==> config.mk <==
export PLATFORM = sky130hd
export DESIGN_NAME = mem_ctrl_flat
export DESIGN_NICKNAME = d
export VERILOG_FILES = /design/src/rtl/mem_ctrl_if.sv /design/src/rtl/mem_ctrl.sv /design/src/flat_wrapper.sv
export SDC_FILE = /design/constraint.sdc
export NUM_CORES = 1
export LEC_CHECK = 0
export ABC_AREA = 1
export BUFFER_PORTS_ARGS = -buffer_cell sky130_fd_sc_hd__clkbuf_2
export CAP_MARGIN = 15
export CORE_MARGIN = 4
export CORE_UTILIZATION = 25
export DETAILED_ROUTE_END_ITERATION = 16
export HOLD_SLACK_MARGIN = 0.03
export PLACE_DENSITY = 0.54
export SETUP_SLACK_MARGIN = 0.2
export SLEW_MARGIN = 20
export SYNTH_ARGS = -nofsm -noshare
export SYNTH_HDL_FRONTEND = slang
export SYNTH_SLANG_ARGS = --single-unit
==> constraint.sdc <==
create_clock -name clk -period 2.4 [get_ports clk]
set_input_delay 0.12 -clock clk [delete_from_list [all_inputs] [get_ports clk]]
set_output_delay 0.12 -clock clk [all_outputs]
set_load 0.01 [all_outputs]
==> src/rtl/mem_ctrl_if.sv <==
// Bundle of the fetch port, data port, branch flush, stall outputs and the
// byte-wide RAM bus. The controller uses the slave view; the environment
// that drives requests and models the RAM uses the master view.
interface mem_ctrl_if;
   logic        if_req;
   logic [31:0] if_addr;
   logic [31:0] if_inst;
   logic        if_done;
   logic        mem_req;
   logic        mem_we;
   logic [31:0] mem_addr;
   logic [1:0]  mem_len;
   logic [31:0] mem_wdata;
   logic [31:0] mem_rdata;
   logic        mem_done;
   logic        flush_from_branch;
   logic [7:0]  ram_din;
   logic [7:0]  ram_dout;
   logic [31:0] ram_addr;
   logic        ram_wr;
   logic        stall_req_if;
   logic        stall_req_mem;

   modport slave (
      input  if_req, if_addr, mem_req, mem_we, mem_addr, mem_len, mem_wdata,
             flush_from_branch, ram_din,
      output if_inst, if_done, mem_rdata, mem_done, ram_dout, ram_addr, ram_wr,
             stall_req_if, stall_req_mem
   );

   modport master (
      output if_req, if_addr, mem_req, mem_we, mem_addr, mem_len, mem_wdata,
             flush_from_branch, ram_din,
      input  if_inst, if_done, mem_rdata, mem_done, ram_dout, ram_addr, ram_wr,
             stall_req_if, stall_req_mem
   );
endinterface

==> src/rtl/mem_ctrl.sv <==
// Byte-serial memory controller: arbitrates an instruction fetch port and a
// data port onto a byte-wide RAM with one cycle of read latency. Fetches are
// 4-byte big-endian words; data accesses are 1/2/4-byte little-endian.
module mem_ctrl (
   input  logic      clk,
   input  logic      rst,
   mem_ctrl_if.slave bus
);
   typedef enum logic [1:0] {IDLE, RD, WR, DONE} state_t;

   state_t      state_reg;
   logic [2:0]  cnt_reg;
   logic [2:0]  len_reg;
   logic [31:0] base_reg;
   logic [31:0] wdata_reg;
   logic        owner_if_reg;
   logic [7:0]  rbuf_reg [0:2];
   logic [31:0] if_inst_reg;
   logic [31:0] mem_rdata_reg;
   logic [31:0] ram_addr_reg;
   logic [7:0]  ram_dout_reg;
   logic        if_done_reg;
   logic        mem_done_reg;
   logic        ram_wr_reg;

   logic [2:0]  cnt_next;
   logic [1:0]  rbuf_idx;
   logic [2:0]  mem_len_n;
   logic [7:0]  wbyte [0:3];

   assign cnt_next  = cnt_reg + 3'd1;
   // Byte k is on ram_din while cnt_reg = k+1, so it lands in slot cnt_reg-1.
   assign rbuf_idx  = cnt_reg[1:0] - 2'd1;
   assign mem_len_n = (bus.mem_len == 2'b00) ? 3'd1 :
                      (bus.mem_len == 2'b01) ? 3'd2 : 3'd4;

   genvar gi;
   generate
      for (gi = 0; gi < 4; gi++) begin : g_wbyte
         assign wbyte[gi] = wdata_reg[8*gi +: 8];
      end
   endgenerate

   assign bus.if_inst       = if_inst_reg;
   assign bus.if_done       = if_done_reg;
   assign bus.mem_rdata     = mem_rdata_reg;
   assign bus.mem_done      = mem_done_reg;
   assign bus.ram_addr      = ram_addr_reg;
   assign bus.ram_dout      = ram_dout_reg;
   assign bus.ram_wr        = ram_wr_reg;
   assign bus.stall_req_if  = bus.if_req & ~if_done_reg;
   assign bus.stall_req_mem = bus.mem_req & ~mem_done_reg;

   // Transfer FSM: RAM bus outputs and done pulses are registered so that
   // each cycle's RAM address is prepared on the preceding clock edge.
   always_ff @(posedge clk) begin
      if (rst) begin
         state_reg     <= IDLE;
         cnt_reg       <= 3'd0;
         len_reg       <= 3'd0;
         base_reg      <= 32'd0;
         wdata_reg     <= 32'd0;
         owner_if_reg  <= 1'b0;
         if_inst_reg   <= 32'd0;
         mem_rdata_reg <= 32'd0;
         ram_addr_reg  <= 32'd0;
         ram_dout_reg  <= 8'd0;
         if_done_reg   <= 1'b0;
         mem_done_reg  <= 1'b0;
         ram_wr_reg    <= 1'b0;
      end else begin
         if_done_reg  <= 1'b0;
         mem_done_reg <= 1'b0;
         case (state_reg)
            IDLE: begin
               cnt_reg <= 3'd0;
               if (bus.mem_req) begin
                  base_reg     <= bus.mem_addr;
                  len_reg      <= mem_len_n;
                  wdata_reg    <= bus.mem_wdata;
                  owner_if_reg <= 1'b0;
                  ram_addr_reg <= bus.mem_addr;
                  if (bus.mem_we) begin
                     state_reg    <= WR;
                     ram_wr_reg   <= 1'b1;
                     ram_dout_reg <= bus.mem_wdata[7:0];
                  end else begin
                     state_reg <= RD;
                  end
               end else if (bus.if_req && !bus.flush_from_branch) begin
                  base_reg     <= bus.if_addr;
                  len_reg      <= 3'd4;
                  owner_if_reg <= 1'b1;
                  ram_addr_reg <= bus.if_addr;
                  state_reg    <= RD;
               end
            end
            RD: begin
               if (owner_if_reg && bus.flush_from_branch) begin
                  // Abandon the fetch; if_inst keeps its last completed word.
                  state_reg    <= IDLE;
                  cnt_reg      <= 3'd0;
                  ram_addr_reg <= 32'd0;
               end else if (cnt_reg == len_reg) begin
                  // Last byte is still on ram_din: merge it straight in.
                  if (owner_if_reg) begin
                     if_inst_reg <= {rbuf_reg[0], rbuf_reg[1], rbuf_reg[2], bus.ram_din};
                     if_done_reg <= 1'b1;
                  end else begin
                     case (len_reg)
                        3'd1:    mem_rdata_reg <= {24'h0, bus.ram_din};
                        3'd2:    mem_rdata_reg <= {16'h0, bus.ram_din, rbuf_reg[0]};
                        default: mem_rdata_reg <= {bus.ram_din, rbuf_reg[2], rbuf_reg[1], rbuf_reg[0]};
                     endcase
                     mem_done_reg <= 1'b1;
                  end
                  state_reg <= DONE;
                  cnt_reg   <= 3'd0;
               end else begin
                  if (cnt_reg != 3'd0) begin
                     rbuf_reg[rbuf_idx] <= bus.ram_din;
                  end
                  cnt_reg      <= cnt_next;
                  ram_addr_reg <= (cnt_next < len_reg) ? base_reg + {29'd0, cnt_next} : 32'd0;
               end
            end
            WR: begin
               if (cnt_next < len_reg) begin
                  cnt_reg      <= cnt_next;
                  ram_addr_reg <= base_reg + {29'd0, cnt_next};
                  ram_dout_reg <= wbyte[cnt_next[1:0]];
               end else begin
                  state_reg    <= DONE;
                  cnt_reg      <= 3'd0;
                  ram_wr_reg   <= 1'b0;
                  ram_addr_reg <= 32'd0;
                  ram_dout_reg <= 8'd0;
                  mem_done_reg <= 1'b1;
               end
            end
            default: begin
               state_reg <= IDLE;
            end
         endcase
      end
   end
endmodule

==> src/flat_wrapper.sv <==
// flat-port wrapper written by rule: the top's interface ports become plain ports
module mem_ctrl_flat 
  (clk, rst, bus_if_req, bus_if_addr, bus_mem_req, bus_mem_we, bus_mem_addr, bus_mem_len, bus_mem_wdata, bus_flush_from_branch, bus_ram_din, bus_if_inst, bus_if_done, bus_mem_rdata, bus_mem_done, bus_ram_dout, bus_ram_addr, bus_ram_wr, bus_stall_req_if, bus_stall_req_mem);
  mem_ctrl_if bus_i ();
  input  logic clk;
  input  logic rst;
  input wire logic [$bits(bus_i.if_req)-1:0] bus_if_req;
  input wire logic [$bits(bus_i.if_addr)-1:0] bus_if_addr;
  input wire logic [$bits(bus_i.mem_req)-1:0] bus_mem_req;
  input wire logic [$bits(bus_i.mem_we)-1:0] bus_mem_we;
  input wire logic [$bits(bus_i.mem_addr)-1:0] bus_mem_addr;
  input wire logic [$bits(bus_i.mem_len)-1:0] bus_mem_len;
  input wire logic [$bits(bus_i.mem_wdata)-1:0] bus_mem_wdata;
  input wire logic [$bits(bus_i.flush_from_branch)-1:0] bus_flush_from_branch;
  input wire logic [$bits(bus_i.ram_din)-1:0] bus_ram_din;
  output wire logic [$bits(bus_i.if_inst)-1:0] bus_if_inst;
  output wire logic [$bits(bus_i.if_done)-1:0] bus_if_done;
  output wire logic [$bits(bus_i.mem_rdata)-1:0] bus_mem_rdata;
  output wire logic [$bits(bus_i.mem_done)-1:0] bus_mem_done;
  output wire logic [$bits(bus_i.ram_dout)-1:0] bus_ram_dout;
  output wire logic [$bits(bus_i.ram_addr)-1:0] bus_ram_addr;
  output wire logic [$bits(bus_i.ram_wr)-1:0] bus_ram_wr;
  output wire logic [$bits(bus_i.stall_req_if)-1:0] bus_stall_req_if;
  output wire logic [$bits(bus_i.stall_req_mem)-1:0] bus_stall_req_mem;
  assign bus_i.if_req = bus_if_req;
  assign bus_i.if_addr = bus_if_addr;
  assign bus_i.mem_req = bus_mem_req;
  assign bus_i.mem_we = bus_mem_we;
  assign bus_i.mem_addr = bus_mem_addr;
  assign bus_i.mem_len = bus_mem_len;
  assign bus_i.mem_wdata = bus_mem_wdata;
  assign bus_i.flush_from_branch = bus_flush_from_branch;
  assign bus_i.ram_din = bus_ram_din;
  assign bus_if_inst = bus_i.if_inst;
  assign bus_if_done = bus_i.if_done;
  assign bus_mem_rdata = bus_i.mem_rdata;
  assign bus_mem_done = bus_i.mem_done;
  assign bus_ram_dout = bus_i.ram_dout;
  assign bus_ram_addr = bus_i.ram_addr;
  assign bus_ram_wr = bus_i.ram_wr;
  assign bus_stall_req_if = bus_i.stall_req_if;
  assign bus_stall_req_mem = bus_i.stall_req_mem;
  mem_ctrl u_core (.clk(clk), .rst(rst), .bus(bus_i));
endmodule
==> out/metrics.csv <==
metric;value;unit
coreArea;37800;um^2
start_util;25.5;%
r2r_cells;12;
synth_top_cells_by_count;nor2_1, nand2_1, dfxtp_1, o21ai_0, inv_1;
hold_violations;0;
final_layout_size_suffix_gt1_share;20.7;%
wl_per_cell;15.4;um
yosysMostFrequentCell;nor2_1;
power_frac_seq;36.3;%
worstMarginPinSlew;0.586;ns
grt_pass1_vias;9291;
grt_max_degree;50;
slew_headroom;61.0;%
drt-total-wl;33600;um
synth_ff_type;dfxtp_1;
ys_async_sr_fraction;0;%
drtIter0Drc;544;
setup.worst_path.end;u_core.bus.ram_addr[16];
cp-end-kind;flip-flop;
antenna_found_initial;1;
swShare;38.7;%
clockBufferDepth;3;
area_delta_synth_final;38.1;%
status;finished, final reports clean;
ant_nets;0;
synthCells;1342;
r2r_start;u_core.cnt_reg[1];
fin_ws;0.260;ns
clkTransAtPathRegs;0.06;ns
grt_pass1_wl;51900;um
cts_sinks;204;
synth.distinct_cells;36;
hold_class;in -> reg;
dp_hpwl;23700;um
period_share;89.2;%
cp-startpoint;u_core.cnt_reg[1];
critical_path_class;reg -> reg;
p_comb_share;34.9;%
yosysTopAreaCellShare;37.3;%
synth-edff-count;24;
vias;9688;
finalPower;13.8;mW
rsz0062_at_grt;true;
yosys_register_bits;204;
seq_area_frac_synth;44.8;%
synth_area;9650;um^2
clkPwrFrac;28.8;%
die_h;204;um
p_int;8.47;mW
avgSynthCellArea;7.19;um^2
yosysWarnings;0;
worstSkewPairLatency;0.55;ns
synth.area.top_cells;dfxtp_1, nor2_1, nand2_1;
synth_fp_nets;1470;
pre_cts_slack;0.116;ns
h-tree-depth;1;
worst_ep_arrival_time;2.57;ns
cts_tree;yes;
finalSetupTns;0;ns
power_density;1040;nW/um^2
io_buffers;220;
drt_first_pass_iters;5;
timing.rr.end;u_core.bus.ram_addr[16];
overflow;0;
leakage;6.02;nW
die_area;41800;um^2
min_period;2.14;ns
final_nets;1777;
irDropWorstVdd;0.552;mV
worstPathMaxFanout;7;
vias_per_cell;4.44;
start_kind;flip-flop;
required;2.83;ns
io_pins;221;
die_x;204;um
clockRootBuffer;clkbuf_16;
finalSetupViolations;0;
grtUsageTotal;15.4;%
num_rows;71;
switchingPower;5.35;mW
r2r_slack;0.26;ns
dp_cells;2029;
drcViolationCount;0;
skew;0.0135;ns
layoutNonFillerInstCount;2181;
gp_congestion;0.878;
maxCapViolations;0;
max_freq;467;MHz
utilization;35.2;%
cts_made_buffers;27;
yosys.area.top_type;dfxtp_1;
n_antenna_cell;0;
report.final.slew_viol_count;0;
==> power groups by stage <==
stage	clock network (mW)	registers, mW	logic (mW)
after global placement	0	5.08	4.63
final	3.98	5.02	4.82
after global routing	4.24	5.12	5.46
after detailed placement	0	5.08	4.68
after CTS	4.10	5.02	4.83
after floorplan	0	5.11	2.86
==> layout make-up <==
| class | count | area (um^2) |
|---|---|---|
| clock inverter | 16 | 153 |
| inverter | 109 | 418 |
| fill | 4113 | 24500 |
| sequential | 204 | 4330 |
| multi-input combinational | 959 | 4700 |
| clock buffer | 34 | 722 |
| tap | 511 | 639 |
| timing repair buffer | 348 | 2370 |
==> stage by stage <==
| stage | hold slack (ns) | area, um^2 |
|---|---|---|
| after floorplan | 0.219 | 9670 |
| after global placement | 0.377 | 11300 |
| after detailed placement | 0.381 | 11300 |
| after CTS | 0.0324 | 13100 |
| after global routing | 0.0374 | 13300 |
| final | 0.0203 | 13300 |
==> kinds of logic after synthesis <==
family	share of synthesized area [%]
AND/OR/NAND/NOR	26.8
XOR/XNOR	0.363
multiplexers	2.28
AO/OA/AOI/OAI	15.7
flip-flops	44.8
buffers and inverters	7.96
adder cells (fa/ha/maj)	2.15
==> routing by layer <==
layer  up-vias  GRT usage, %  part of all wire, %
met2       269          26.0                   47
met4         2          3.45                  2.3
met1      4401          20.5                   45
met5         -             0                0.024
met3        47          2.98                  6.1
li1       4969             -                    -
==> placed cells by master (no fill, tap or decap), types with 8 or more instances in the layout <==
cell type	synthesis	routed
buf_4	8	27
nor2_1	302	297
clkbuf_2	0	220
o21ai_0	150	150
o21ai_1	8	8
inv_1	101	100
ha_1	15	12
o211a_1	8	8
dfxtp_1	180	178
mux2i_1	22	22
dlygate4sd3_1	0	93
a211oi_1	23	23
clkbuf_16	0	27
nand3_1	51	49
nand4_1	8	8
nor2_4	5	10
nand3b_1	9	9
nand2_1	249	242
a21oi_1	86	84
edfxtp_1	24	24
==> critical path, stage by stage (launching register included) <==
cell     delay, ns
dfxtp_4       0.36
ha_4          0.16
xor2_2        0.15
buf_4         0.16
ha_4          0.29
nand2_4       0.07
nand2_2       0.07
nand4_1       0.17
nor2_4        0.29
buf_6         0.14
nand2_2       0.04
nand3_2       0.07
a21oi_1       0.06
==> timing repair <==
action / 4_1_cts / 5_1_grt
setup endpoints to repair: 25 / 68
pin swaps: 1 / 14
buffers inserted: 1 / 7
endpoints found under the hold margin: 106 / 2
gates resized for setup: 3 / 34
hold buffers: 91 / 2
gates cloned: 0 / 1
==> worst min-delay path by stage <==
stage | startpoint | to | slack (ns) | cells after the start
2_1_floorplan | bus_ram_din[0] | u_core.rbuf_reg[0][0] | 0.22 | 0
3_3_place_gp | bus_mem_wdata[11] | u_core.wdata_reg[11] | 0.38 | 3
3_5_place_dp | bus_mem_wdata[25] | u_core.wdata_reg[25] | 0.38 | 3
4_1_cts | bus_if_addr[28] | u_core.base_reg[28] | 0.03 | 3
5_1_grt | bus_mem_addr[28] | u_core.base_reg[28] | 0.04 | 3
6_report | bus_mem_addr[28] | u_core.base_reg[28] | 0.02 | 3
Note: power is estimated with default switching activity, not from simulation.
